`src/rtl/system_bus_arbiter.sv`:
```
// Two-master system bus arbiter: fixed or round-robin tie-break, lock chaining
// up to a fairness limit, and a watchdog that revokes stalled grants.
module system_bus_arbiter #(
  parameter int unsigned PRIORITY_MODE  = 0,
  parameter int unsigned MAX_LOCK_TXNS  = 4,
  parameter logic [15:0] TIMEOUT_CYCLES = 16'd200
) (
  input  logic clk,
  input  logic reset,
  input  logic m1_req,
  input  logic m1_lock,
  input  logic m2_req,
  input  logic m2_lock,
  input  logic txn_done,
  output logic m1_grant,
  output logic m2_grant,
  output logic bus_busy,
  output logic owner,
  output logic timeout_abort
);

  typedef enum logic [1:0] {
    IDLE   = 2'd0,
    BUSY   = 2'd1,
    LOCKED = 2'd2
  } state_t;

  localparam logic [15:0] WD_LAST   = TIMEOUT_CYCLES - 16'd1;
  localparam logic [3:0]  LOCK_LAST = 4'(MAX_LOCK_TXNS - 32'd1);
  localparam logic        OWNER_M1  = 1'b0;
  localparam logic        OWNER_M2  = 1'b1;

  state_t      state_r, state_s;
  logic        owner_r, owner_s;
  logic        last_owner_r, last_owner_s;
  logic [3:0]  lock_cnt_r, lock_cnt_s;
  logic [15:0] wd_r, wd_s;
  logic        abort_s;
  logic        winner_s;
  logic        owner_req_s, owner_lock_s;
  logic [15:0] wd_inc_s;
  logic        wd_expired_s;

  assign owner_req_s  = owner_r ? m2_req  : m1_req;
  assign owner_lock_s = owner_r ? m2_lock : m1_lock;
  assign wd_inc_s     = (wd_r == 16'hFFFF) ? wd_r : wd_r + 16'd1;
  assign wd_expired_s = (wd_r == WD_LAST);
  assign owner        = owner_r;

  // Winner selection when the bus is free.
  always_comb begin
    winner_s = OWNER_M1;
    if (m1_req && m2_req) begin
      if (PRIORITY_MODE == 32'd1) begin
        winner_s = ~last_owner_r;
      end else begin
        winner_s = OWNER_M1;
      end
    end else if (m2_req) begin
      winner_s = OWNER_M2;
    end else begin
      winner_s = OWNER_M1;
    end
  end

  // Next-state logic; in BUSY completion beats expiry, which beats withdraw.
  always_comb begin
    state_s      = state_r;
    owner_s      = owner_r;
    last_owner_s = last_owner_r;
    lock_cnt_s   = lock_cnt_r;
    wd_s         = wd_r;
    abort_s      = 1'b0;
    case (state_r)
      IDLE: begin
        if (m1_req || m2_req) begin
          state_s      = BUSY;
          owner_s      = winner_s;
          last_owner_s = winner_s;
          lock_cnt_s   = 4'd0;
          wd_s         = 16'd0;
        end else begin
          state_s = IDLE;
        end
      end
      BUSY: begin
        wd_s = wd_inc_s;
        if (txn_done) begin
          if (owner_lock_s && (lock_cnt_r < LOCK_LAST)) begin
            lock_cnt_s = lock_cnt_r + 4'd1;
            state_s    = LOCKED;
          end else begin
            state_s = IDLE;
          end
        end else if (wd_expired_s) begin
          state_s = IDLE;
          abort_s = 1'b1;
        end else if (!owner_req_s) begin
          state_s = IDLE;
        end else begin
          state_s = BUSY;
        end
      end
      LOCKED: begin
        wd_s = wd_inc_s;
        if (owner_req_s) begin
          wd_s    = 16'd0;
          state_s = BUSY;
        end else if (wd_expired_s) begin
          state_s = IDLE;
          abort_s = 1'b1;
        end else if (!owner_lock_s) begin
          state_s = IDLE;
        end else begin
          state_s = LOCKED;
        end
      end
      default: begin
        state_s = IDLE;
      end
    endcase
  end

  // State and registered outputs; grants decode from one state so they never overlap.
  always_ff @(posedge clk or negedge reset) begin
    if (!reset) begin
      state_r       <= IDLE;
      owner_r       <= OWNER_M1;
      last_owner_r  <= OWNER_M2;
      lock_cnt_r    <= 4'd0;
      wd_r          <= 16'd0;
      m1_grant      <= 1'b0;
      m2_grant      <= 1'b0;
      bus_busy      <= 1'b0;
      timeout_abort <= 1'b0;
    end else begin
      state_r       <= state_s;
      owner_r       <= owner_s;
      last_owner_r  <= last_owner_s;
      lock_cnt_r    <= lock_cnt_s;
      wd_r          <= wd_s;
      m1_grant      <= (state_s != IDLE) && (owner_s == OWNER_M1);
      m2_grant      <= (state_s != IDLE) && (owner_s == OWNER_M2);
      bus_busy      <= (state_s != IDLE);
      timeout_abort <= abort_s;
    end
  end

endmodule

```
`config.mk`:
```
export PLATFORM = sky130hd
export DESIGN_NAME = system_bus_arbiter
export DESIGN_NICKNAME = d
export VERILOG_FILES = /design/src/rtl/system_bus_arbiter.sv
export SDC_FILE = /design/constraint.sdc
export NUM_CORES = 1
export LEC_CHECK = 0
export ABC_AREA = 0
export CAP_MARGIN = 30
export CELL_PAD_IN_SITES_DETAIL_PLACEMENT = 1
export CELL_PAD_IN_SITES_GLOBAL_PLACEMENT = 1
export CORE_MARGIN = 2
export CORE_UTILIZATION = 48
export DETAILED_ROUTE_END_ITERATION = 8
export PLACE_DENSITY_LB_ADDON = 0.1
export SYNTH_ARGS = -nofsm -noshare
export SYNTH_HDL_FRONTEND = slang
export SYNTH_SLANG_ARGS = --single-unit
```
`constraint.sdc`:
```
create_clock -name clk -period 5.3 [get_ports clk]
set_input_delay 0.53 -clock clk [delete_from_list [all_inputs] [get_ports clk]]
set_output_delay 0.53 -clock clk [all_outputs]
set_load 0.03 [all_outputs]
```
Yosys cells after proc, flatten, opt, wreduce, memory -nomap -nowiden:

Index checks and enable logic that the tools add are counted.

* register bits after elaboration: 27
* input bits: 7
* output and inout bits: 5
* logic and storage cells: 57

* add/sub/neg operators: 2
* magnitude comparators: 1
* equality and inequality tests: 7
* multiplexer cells: 27
* bitwise logic cells: 1
* reduce and logical (&&, ||, !) cells: 11

Operators with widths (number)
* two-way mux 16 bit: 3
* one-hot mux 16 bit (3 select lines): 1
* adder 16 x 1 -> 16 bit (second input constant): 1
* == test 16 bit (second input constant): 1
* == test 16 x 8 -> 1 bit (second input constant): 1
* two-way mux 1 bit: 12
* two-way mux 4 bit: 3
* two-way mux 2 bit: 5
* one-hot mux 4 bit (2 select lines): 1
* inequality test 2 bit (second input constant): 3
* one-hot mux 2 bit (3 select lines): 1
* adder 4 x 1 -> 4 bit (second input constant): 1
* logical AND 1 bit: 4
* less-than comparator 4 x 2 -> 1 bit (second input constant): 1
* AND reduction 4 bit: 1
* nonzero test 2 bit: 2
* nonzero test 3 bit: 1
* == test 2 x 1 -> 1 bit (second input constant): 1
* == test 2 bit (second input constant): 1
* logical NOT 2 bit: 1
* one-hot mux 1 bit (2 select lines): 1
* AND reduction 2 bit: 1
* logical OR 1 bit: 1
* NOT 1 bit: 1

Longest topological paths before layout:

Gate-level depths: netlist (run 1).

* depth after elaboration: 7
* mapped depth: 7

Least setup slack after synthesis (run 1):

OpenSTA, ideal clock, no wires.

* kind: register to register
* start point: register state_r[0]
* end point: register wd_r[8]
* arrival: 1769 ps
* path slack: 3410 ps
* cell stages (with the launch flop): 8
* buffers on the path: 0
* cell sequence: dfrtp_1 -> inv_1 -> ha_1 -> nor3b_2 -> nor4_2 -> and3_1 -> o22ai_1 -> a22o_1

* longest elaborated chain between the ends: 3
* elaborated cells on any way between the ends: 7

RTL lines
* from (decl): RTL line 33 `state_t state_r, state_s;`
* from (signal assigned): RTL line 137 `state_r <= state_s;`
* == test 2 bit, or another cell as far along: RTL line 74 `case (state_r)`
* nonzero test 3 bit (no source line) / inequality test 2 bit (equally long branches)
* AND reduction 2 bit (no source line)
* to (signal assigned): RTL line 141 `wd_r <= wd_s;`
* to (decl): RTL line 37 `logic [15:0] wd_r, wd_s;`

Parallel ways exist; a longest one is shown, timed or not.
A chain may end at the register's enable or synchronous reset.

Final worst setup path (run 1):

Same ends and word-level chain as after synthesis.

==> metrics.yaml, run 1 <==
sta:
  setup_viol: 0
  fin_setup_tns_ns: 0
  worst_pin_slew_ns: 0.849
  fin_crit_ns: 2.39
  fmax_ghz: 0.418
  slew_violations: 0
  post-route-period-util_pct: 45.2
  final_hold_viol_count: 0
  setup_ws_ns: 2.91
  finClkSkew_ns: 0.0168
  slew_headroom_pct: 43.4
  rsz0062_at_grt: "no"
synthesis:
  synth_xor_area_share_pct: 3.88
  synth_nets: 175
  synth_top_family_by_area: "simple AND/OR/NAND/NOR gates"
  yosysWarnings: 0
  ys_types: 46
  avgSynthCellArea_sq_um: 9.76
  synth_most_common_cell: "dfrtp_1"
  synth_compound_area_share_pct: 11.5
  ys_ff_latch: 27
  postSynth.topFlopCell: "dfrtp_1"
  yosysTopAreaCellShare_pct: 42.7
  yosysTopAreaCell: "dfrtp_1"
  synth_cells: 162
  syn_area_sq_um: 1580
  netlist_top_cells_area: "dfrtp_1 (43%), ha_1 (4.7%), xor2_1 (3.9%)"
  synth_edf_count: 0
  yosys-top-cells-count: "dfrtp_1 (27), nor2_1 (15), nand2_1 (12), nand3_1 (11), a21oi_1 (8)"
  synth_simple_gate_area_share_pct: 31.2
  ys_async_sr_fraction_pct: 100
  ys_seq_area_share_pct: 42.7
  synth_mux_area_share_pct: 2.85
  synthAdderAreaFrac_pct: 4.75
worst_setup_path:
  r2r_cells: 6
  worstPathArrival_ns: 2.62
  worst_ep_required_time_ns: 5.53
  end_kind: "flop"
  crit_fanout: 15
  cp-start-kind: "flop"
  critical_path_class: "reg -> reg"
final_layout:
  area_growth_pct: 10.7
  drive_gt1_share_pct: 9.77
  instances_no_fill: 218
  nets: 188
  antennaDiodeCount: 0
global_route:
  grt_use_met1_pct: 30.7
  grt.total_usage_pct: 22.0
  grt_max_degree: 28
  busiest_layer: "met2"
  grt_pass1_wl_um: 6200
  grt-ovfl-total: 0
  grt_util_met2_pct: 37.2
  met3_usage_pct: 2.52
  grt_pass1_vias: 1325
  antenna_found_initial: 0
worst_hold_path:
  hp-class: "reg -> reg"
  holdPathStages: 1
placed_design:
  io_buffers: 11
  pre_cts_ws_ns: 2.67
  dp_hpwl_um: 2750
  gp_congestion: 0.868
  dpl.cell_count: 214
floorplan:
  coreArea_sq_um: 3100
  dieArea_sq_um: 3770
  io_pins: 12
  die_w_um: 61.4
  die_y_um: 61.4
  start_util_pct: 51.0
  num_rows: 20
clock_tree:
  cts_tree: "done"
  clk_latency_ns: 0.34
  clock_tree.root_cell: "clkbuf_4"
  post_cts_buffers: 0
  clock-sinks: 27
  clk_pin_slew_ns: 0.16
  clk_path_buf_depth: 2
  ctsHoldBuffers: 0
  cts_resized: 0
  cts_made_buffers: 3
  htree_levels: 1
pwr:
  leakage_nw: 0.756
  p_int_w: 0.000392
  switchingPower_w: 0.000293
  power.density_nw_per_um2: 391
  power_frac_seq_pct: 39.4
  ir_drop_mv: 0.162
  p_sw_share_pct: 42.8
  p_clk_share_pct: 13.4
  power_frac_comb_pct: 47.2
drt:
  ant_nets: 0
  vias: 1265
  routed_wl_um: 3650
  dr.pass1.iters: 4
  wl_per_cell_um: 16.7
  drc: 0
  drt_iter0_markers: 58
  vias_per_cell: 5.80
flow_run:
  drv_cap: 0
outcome:
  status: "finished, final reports clean"
## power groups by stage
stage / Sequential (W) / Clock (W) / Combinational [W]
2_1_floorplan: 0.000294 / 0 / 0.000204
3_3_place_gp: 0.000270 / 0 / 0.000310
3_5_place_dp: 0.000273 / 0 / 0.000324
4_1_cts: 0.000269 / 0.0000949 / 0.000327
5_1_grt: 0.000273 / 0.000105 / 0.000365
6_report: 0.000269 / 0.0000919 / 0.000323
## layout by cell type (no fill, tap or decap), types with 2 or more instances in the layout
cell type | netlist | routed
dfrtp_1 | 27 | 27
a21oi_1 | 8 | 8
mux2i_1 | 2 | 2
nand3_1 | 11 | 11
nor2_1 | 15 | 15
nor3b_1 | 4 | 4
nand2_1 | 12 | 12
xor2_1 | 7 | 7
nand4_1 | 7 | 7
a31oi_1 | 2 | 2
nor3_1 | 5 | 5
and2_1 | 3 | 3
clkbuf_4 | 0 | 3
o21ai_0 | 6 | 6
nor4b_1 | 2 | 2
ha_1 | 6 | 6
and3_1 | 5 | 5
nand2b_1 | 2 | 2
clkdlybuf4s50_1 | 0 | 11
nor2b_1 | 5 | 5
inv_1 | 5 | 5
## kinds of logic after synthesis
family	after synthesis
flops	27
buf+inv	9
mux	4
fa+ha+maj	6
xor+xnor	7
simple gates	84
compound gates	25
## worst paths after layout
check                                 to     startpoint  slack, ns
hold / removal             lock_cnt_r[3]  lock_cnt_r[3]       0.53
max in group asynchronous        wd_r[2]          reset       4.48
hold reg to reg            lock_cnt_r[3]  lock_cnt_r[3]       0.53
setup reg to reg                 wd_r[8]     state_r[0]       2.91
min in group asynchronous          owner          reset       0.55
setup / recovery                 wd_r[8]     state_r[0]       2.91
## worst max-delay path, stage by stage, from the launching register on
cell,delay (ns)
dfrtp_1,0.42
inv_1,0.08
ha_1,0.31
and2_1,0.20
a2111oi_4,0.82
o22ai_1,0.22
a22o_1,0.23
## through the flow
step           utilization, %  power (W)  cell area [sq um]  hold WS, ns
5_1_grt                  56.4   0.000743               1750        0.567
4_1_cts                  56.4   0.000691               1750        0.532
2_1_floorplan               -   0.000499               1580        0.234
6_report                 56.4   0.000685               1750        0.526
3_5_place_dp             55.5   0.000598               1720        0.491
3_3_place_gp             55.5   0.000580               1720        0.489
## registers in the layout, summed over array words and instances (netlist names)
register       flops
bus_busy           1
lock_cnt_r         4
m1_grant           1
m2_grant           1
owner              1
state_r            2
timeout_abort      1
wd_r              16
## final cells by class
class	instances	area (sq um)
multi-input cells	126	856
well taps	44	55.1
flip-flops and latches	27	676
fillers	371	1350
repair buffers	12	118
clock buffers	3	22.5
inverters	5	18.8
clock inverters	1	5.00
## routing by layer
metal	share of wire, %	up-vias	routed length, um
met3	1.8	2	66
met1	49	636	1770
met5	0	-	0
met2	49	12	1790
li1	-	615	-
met4	0.60	0	22
(Power assumes the default switching activity.)
==> run 2, diff against run 1 <==
- CORE_UTILIZATION: 48 -> 40
- clock period: 5.3 -> 2.15 ns (I/O delays scaled with it)
==> metrics.yaml, run 2 (synthesis gave the netlist of run 1 again) <==
clock_tree:
  cts_tree: "done"
  post_cts_buffers: 0
  cts_made_buffers: 3
  clk_latency_ns: 0.28
  clock_tree.root_cell: "clkbuf_8"
  clk_path_buf_depth: 2
  htree_levels: 1
  clock-sinks: 27
  clk_pin_slew_ns: 0.10
sta:
  slew_violations: 0
  fin_crit_ns: 1.98
  finClkSkew_ns: 0.0167
  post-route-period-util_pct: 91.9
  fin_setup_tns_ns: 0
  slew_headroom_pct: 71.4
  fmax_ghz: 0.506
  setup_viol: 0
  final_hold_viol_count: 0
  worst_pin_slew_ns: 0.423
  rsz0062_at_grt: "no"
pwr:
  leakage_nw: 0.816
  ir_drop_mv: 0.612
  total_power_w: 0.00190
  power.density_nw_per_um2: 1020
final_layout:
  regArea_sq_um: 676
  antennaDiodeCount: 0
  mostFrequentLayoutCell: "dfrtp_1"
  largest_reg_flops: 16
  most-common-layout-cells: "dfrtp_1 (27), nor2_1 (14), nand2_1 (12), nand3_1 (11), clkdlybuf4s50_1 (11)"
  drive_gt1_share_pct: 15.2
  largest_register: "wd_r"
  reg_top3: "wd_r: 16 flops, lock_cnt_r: 4 flops, state_r: 2 flops"
  multiInputGateArea_sq_um: 867
  fillers: 455
  nets: 198
  fin_area_sq_um: 1860
  area_growth_pct: 17.9
global_route:
  grt-ovfl-total: 0
  grt_pass1_wl_um: 6890
  antenna_found_initial: 0
  grt_pass1_vias: 1317
  grt.total_usage_pct: 20.8
  grt_max_degree: 28
outcome:
  status: "finished, final reports clean"
placed_design:
  dpl_cell_area_sq_um: 1800
  dp_hpwl_um: 3040
  io_buffers: 11
  gp_congestion: 0.803
worst_setup_path:
  cp-start-kind: "flop"
  crit_fanout: 14
  end_kind: "flop"
  critical_path_class: "reg -> reg"
  worstPathArrival_ns: 2.18
  worst_ep_required_time_ns: 2.36
flow_run:
  drv_cap: 0
floorplan:
  io_pins: 12
  dieArea_sq_um: 4470
  start_util_pct: 42.2
  die_y_um: 66.9
  coreArea_sq_um: 3740
  die_w_um: 66.9
  num_rows: 22
drt:
  drt_iter0_markers: 72
  vias: 1298
  vias_per_cell: 5.59
  wl_per_cell_um: 17.1
  drc: 0
  dr.pass1.iters: 4
  routed_wl_um: 3960
  ant_nets: 0
worst_hold_path:
  hp-class: "in -> async"
-- run 2: worst paths after layout --
path | start | endpoint | slack [ns] | cells past startpoint
worst max-delay path | state_r[0] | wd_r[13] | 0.17 | 8
min in group clk | lock_cnt_r[2] | lock_cnt_r[2] | 0.51 | 1
worst min register to register | lock_cnt_r[2] | lock_cnt_r[2] | 0.51 | 1
max in group asynchronous | reset | wd_r[12] | 1.57 | 2
worst min-delay path | reset | m2_grant | 0.30 | 2
worst max register to register | state_r[0] | wd_r[13] | 0.17 | 8
-- run 2: power by group --
group	switching, W	internal (W)	total, W	leakage [nW]
sequential	0.0000731	0.000590	0.000663	0.365
combinational	0.000537	0.000407	0.000945	0.425
clock	0.000159	0.000130	0.000289	0.0255
total	0.000769	0.00113	0.00190	0.816
-- run 2: layer usage --
layer / GRT usage, % / vias to the layer above / wire, um
met5: 0 / - / 0
met4: 4.34 / 0 / 34
met3: 3.89 / 4 / 91
met2: 34.1 / 10 / 1910
met1: 28.5 / 646 / 1920
li1: - / 638 / -
-- run 2: area by class of cell --
| cell class | count | area share, % |
|---|---|---|
| Clock buffer | 3 | 2.21 |
| Clock inverter | 1 | 0.268 |
| Inverter | 5 | 1.01 |
| Multi-Input combinational cell | 126 | 46.5 |
| Sequential cell | 27 | 36.2 |
| Tap cell | 48 | 3.22 |
| Timing Repair Buffer | 22 | 10.5 |
-- run 2: through the flow --
| stage | utilization (%) | setup slack, ns | cells | hold WS, ns |
|---|---|---|---|---|
| 2_1_floorplan | - | 0.260 | 162 | -0.0806 |
| 3_3_place_gp | 48.2 | 0.137 | 228 | 0.489 |
| 3_5_place_dp | 48.2 | 0.0540 | 228 | 0.502 |
| 4_1_cts | 49.4 | 0.0745 | 232 | 0.324 |
| 5_1_grt | 49.8 | 0.00756 | 232 | 0.317 |
| 6_report | 49.8 | 0.175 | 232 | 0.298 |
-- run 2: critical path: stages, from the launching register on --
cell and delay, ns:
dfrtp_1 0.42, inv_1 0.09, ha_1 0.20, nor3b_2 0.39
buf_4 0.20, a2111oi_4 0.05, buf_6 0.18, a2111o_1 0.29
nand2_1 0.07
-- run 2: timing repair --
item                                   CTS  global route
endpoints found under the hold margin    0             0
hold buffers                             0             0
gates resized for setup                  0             3
setup endpoints to repair                0             4
==> run 3, diff against run 2 <==
- CORE_ASPECT_RATIO: unset -> 0.6
- PLACE_DENSITY_LB_ADDON: 0.1 -> 0.05
==> metrics.yaml, run 3 (synthesis gave the netlist of run 1 again) <==
outcome:
  status: "finished, final reports clean"
sta:
  worst_pin_slew_ns: 0.574
  fin_crit_ns: 2.04
  post-route-period-util_pct: 95.0
  setup_viol: 0
  final_hold_viol_count: 0
  finClkSkew_ns: 0.00351
  slew_violations: 0
  hold_slack_ns: 0.320
  fmax_ghz: 0.490
  fin_setup_tns_ns: 0
  slew_headroom_pct: 61.6
  rsz0062_at_grt: "no"
worst_setup_path:
  cp-start-kind: "flop"
  cp_slowest_cell: "a2111oi_4"
  end_kind: "flop"
  crit_buf_inv: 2
  worst_ep_required_time_ns: 2.32
  critPathMaxStageDelay_ns: 0.51
  worstPathArrival_ns: 2.21
  crit_fanout: 6
  critical_path_class: "reg -> reg"
  cp_top_family: "compound AO/OA/AOI/OAI gates"
  crit_chain: "inv_1 -> ha_1 -> buf_4 -> and2_1 -> a2111oi_4 -> o22ai_1 -> a22o_1"
final_layout:
  nets: 199
  area_growth_pct: 17.5
  reg_top3: "wd_r: 16 flops, lock_cnt_r: 4 flops, state_r: 2 flops"
  most-common-layout-cells: "dfrtp_1 (27), nor2_1 (15), nand2_1 (12), buf_4 (12)"
  largest_reg_flops: 16
  antennaDiodeCount: 0
  largest_register: "wd_r"
  drive_gt1_share_pct: 15.1
  mostFrequentLayoutCell: "dfrtp_1"
clock_tree:
  post_cts_buffers: 0
  clock_tree.root_cell: "clkbuf_8"
  htree_levels: 1
  clk_pin_slew_ns: 0.09
  cts_resized: 0
  ctsHoldBuffers: 0
  cts_tree: "done"
  clk_path_buf_depth: 2
  clock-sinks: 27
  cts_made_buffers: 3
  clk_latency_ns: 0.27
drt:
  dr.pass1.iters: 4
  vias: 1297
  drc: 0
  drt_iter0_markers: 62
  routed_wl_um: 3940
  wl_per_cell_um: 17.0
  vias_per_cell: 5.59
  ant_nets: 0
floorplan:
  dieArea_sq_um: 4490
  coreArea_sq_um: 3720
  start_util_pct: 42.5
  io_pins: 12
  die_y_um: 52.7
  num_rows: 17
  die_w_um: 85.2
pwr:
  switchingPower_w: 0.000783
  power_frac_seq_pct: 34.3
  p_clk_share_pct: 15.2
  p_int_w: 0.00114
  leakage_nw: 0.814
  power_frac_comb_pct: 50.5
  ir_drop_mv: 0.465
  power.density_nw_per_um2: 1040
  p_sw_share_pct: 40.6
global_route:
  grt_max_degree: 28
  grt_pass1_vias: 1326
  grt.total_usage_pct: 19.6
  grt_pass1_wl_um: 6670
  grt-ovfl-total: 0
  antenna_found_initial: 0
worst_hold_path:
  hp-class: "in -> async"
flow_run:
  drv_cap: 0
placed_design:
  dp_hpwl_um: 3150
  io_buffers: 11
  gp_congestion: 0.864
==> run 3: changes by cell type in the layout (fill, tap and decap cells not counted), sizes merged <==
cell / delta
clkinv: -1
clkinvlp: +1
buf: +1
==> run 3: worst register-to-register path: cells and delay by family (launching register included) <==
family          cells  cell delay (ns)
flops               1             0.38
buf+inv             2             0.25
fa+ha+maj           1             0.23
simple gates        1             0.18
compound gates      3             0.89
==> run 3: through the flow <==
| step | util, % | total power, W | setup WS [ns] | instance area (sq um) | std cells |
|---|---|---|---|---|---|
| after floorplan | - | 0.00123 | 0.260 | 1580 | 162 |
| after global placement | 48.6 | 0.00161 | 0.164 | 1810 | 228 |
| after detailed placement | 48.6 | 0.00164 | 0.0691 | 1810 | 228 |
| after CTS | 49.9 | 0.00194 | 0.113 | 1860 | 232 |
| after global routing | 49.9 | 0.00207 | 0.0157 | 1860 | 232 |
| final | 49.9 | 0.00193 | 0.107 | 1860 | 232 |
==> run 3: routing by layer <==
metal	global-route usage, %	wire length (um)
met1	30.3	2190
met3	3.78	141
met2	28.4	1590
met4	3.17	14
met5	0	0
==> run 3: area by class of cell <==
cell class | instances | area [sq um]
fill | 412 | 1860
clock buffer | 3 | 41.3
tap | 47 | 58.8
inverter | 5 | 18.8
multi-input combinational | 126 | 856
sequential | 27 | 676
clock inverter | 1 | 7.51
timing repair buffer | 23 | 200
==> run 3: final timing paths <==
path,from,end,slack [ns],cells past startpoint
worst max register to register,state_r[1],wd_r[8],0.11,7
max in group asynchronous,reset,wd_r[6],1.57,2
worst min register to register,lock_cnt_r[2],lock_cnt_r[2],0.54,1
min in group clk,lock_cnt_r[2],lock_cnt_r[2],0.54,1
worst min-delay path,reset,bus_busy,0.32,2
worst max-delay path,state_r[1],wd_r[8],0.11,7
==> run 3: power by group through the flow <==
stage	registers, W	clock network (W)	logic (W)
after floorplan	0.000725	0	0.000504
after global placement	0.000664	0	0.000949
after detailed placement	0.000673	0	0.000968
after CTS	0.000663	0.000305	0.000976
after global routing	0.000673	0.000331	0.00107
final	0.000661	0.000294	0.000973
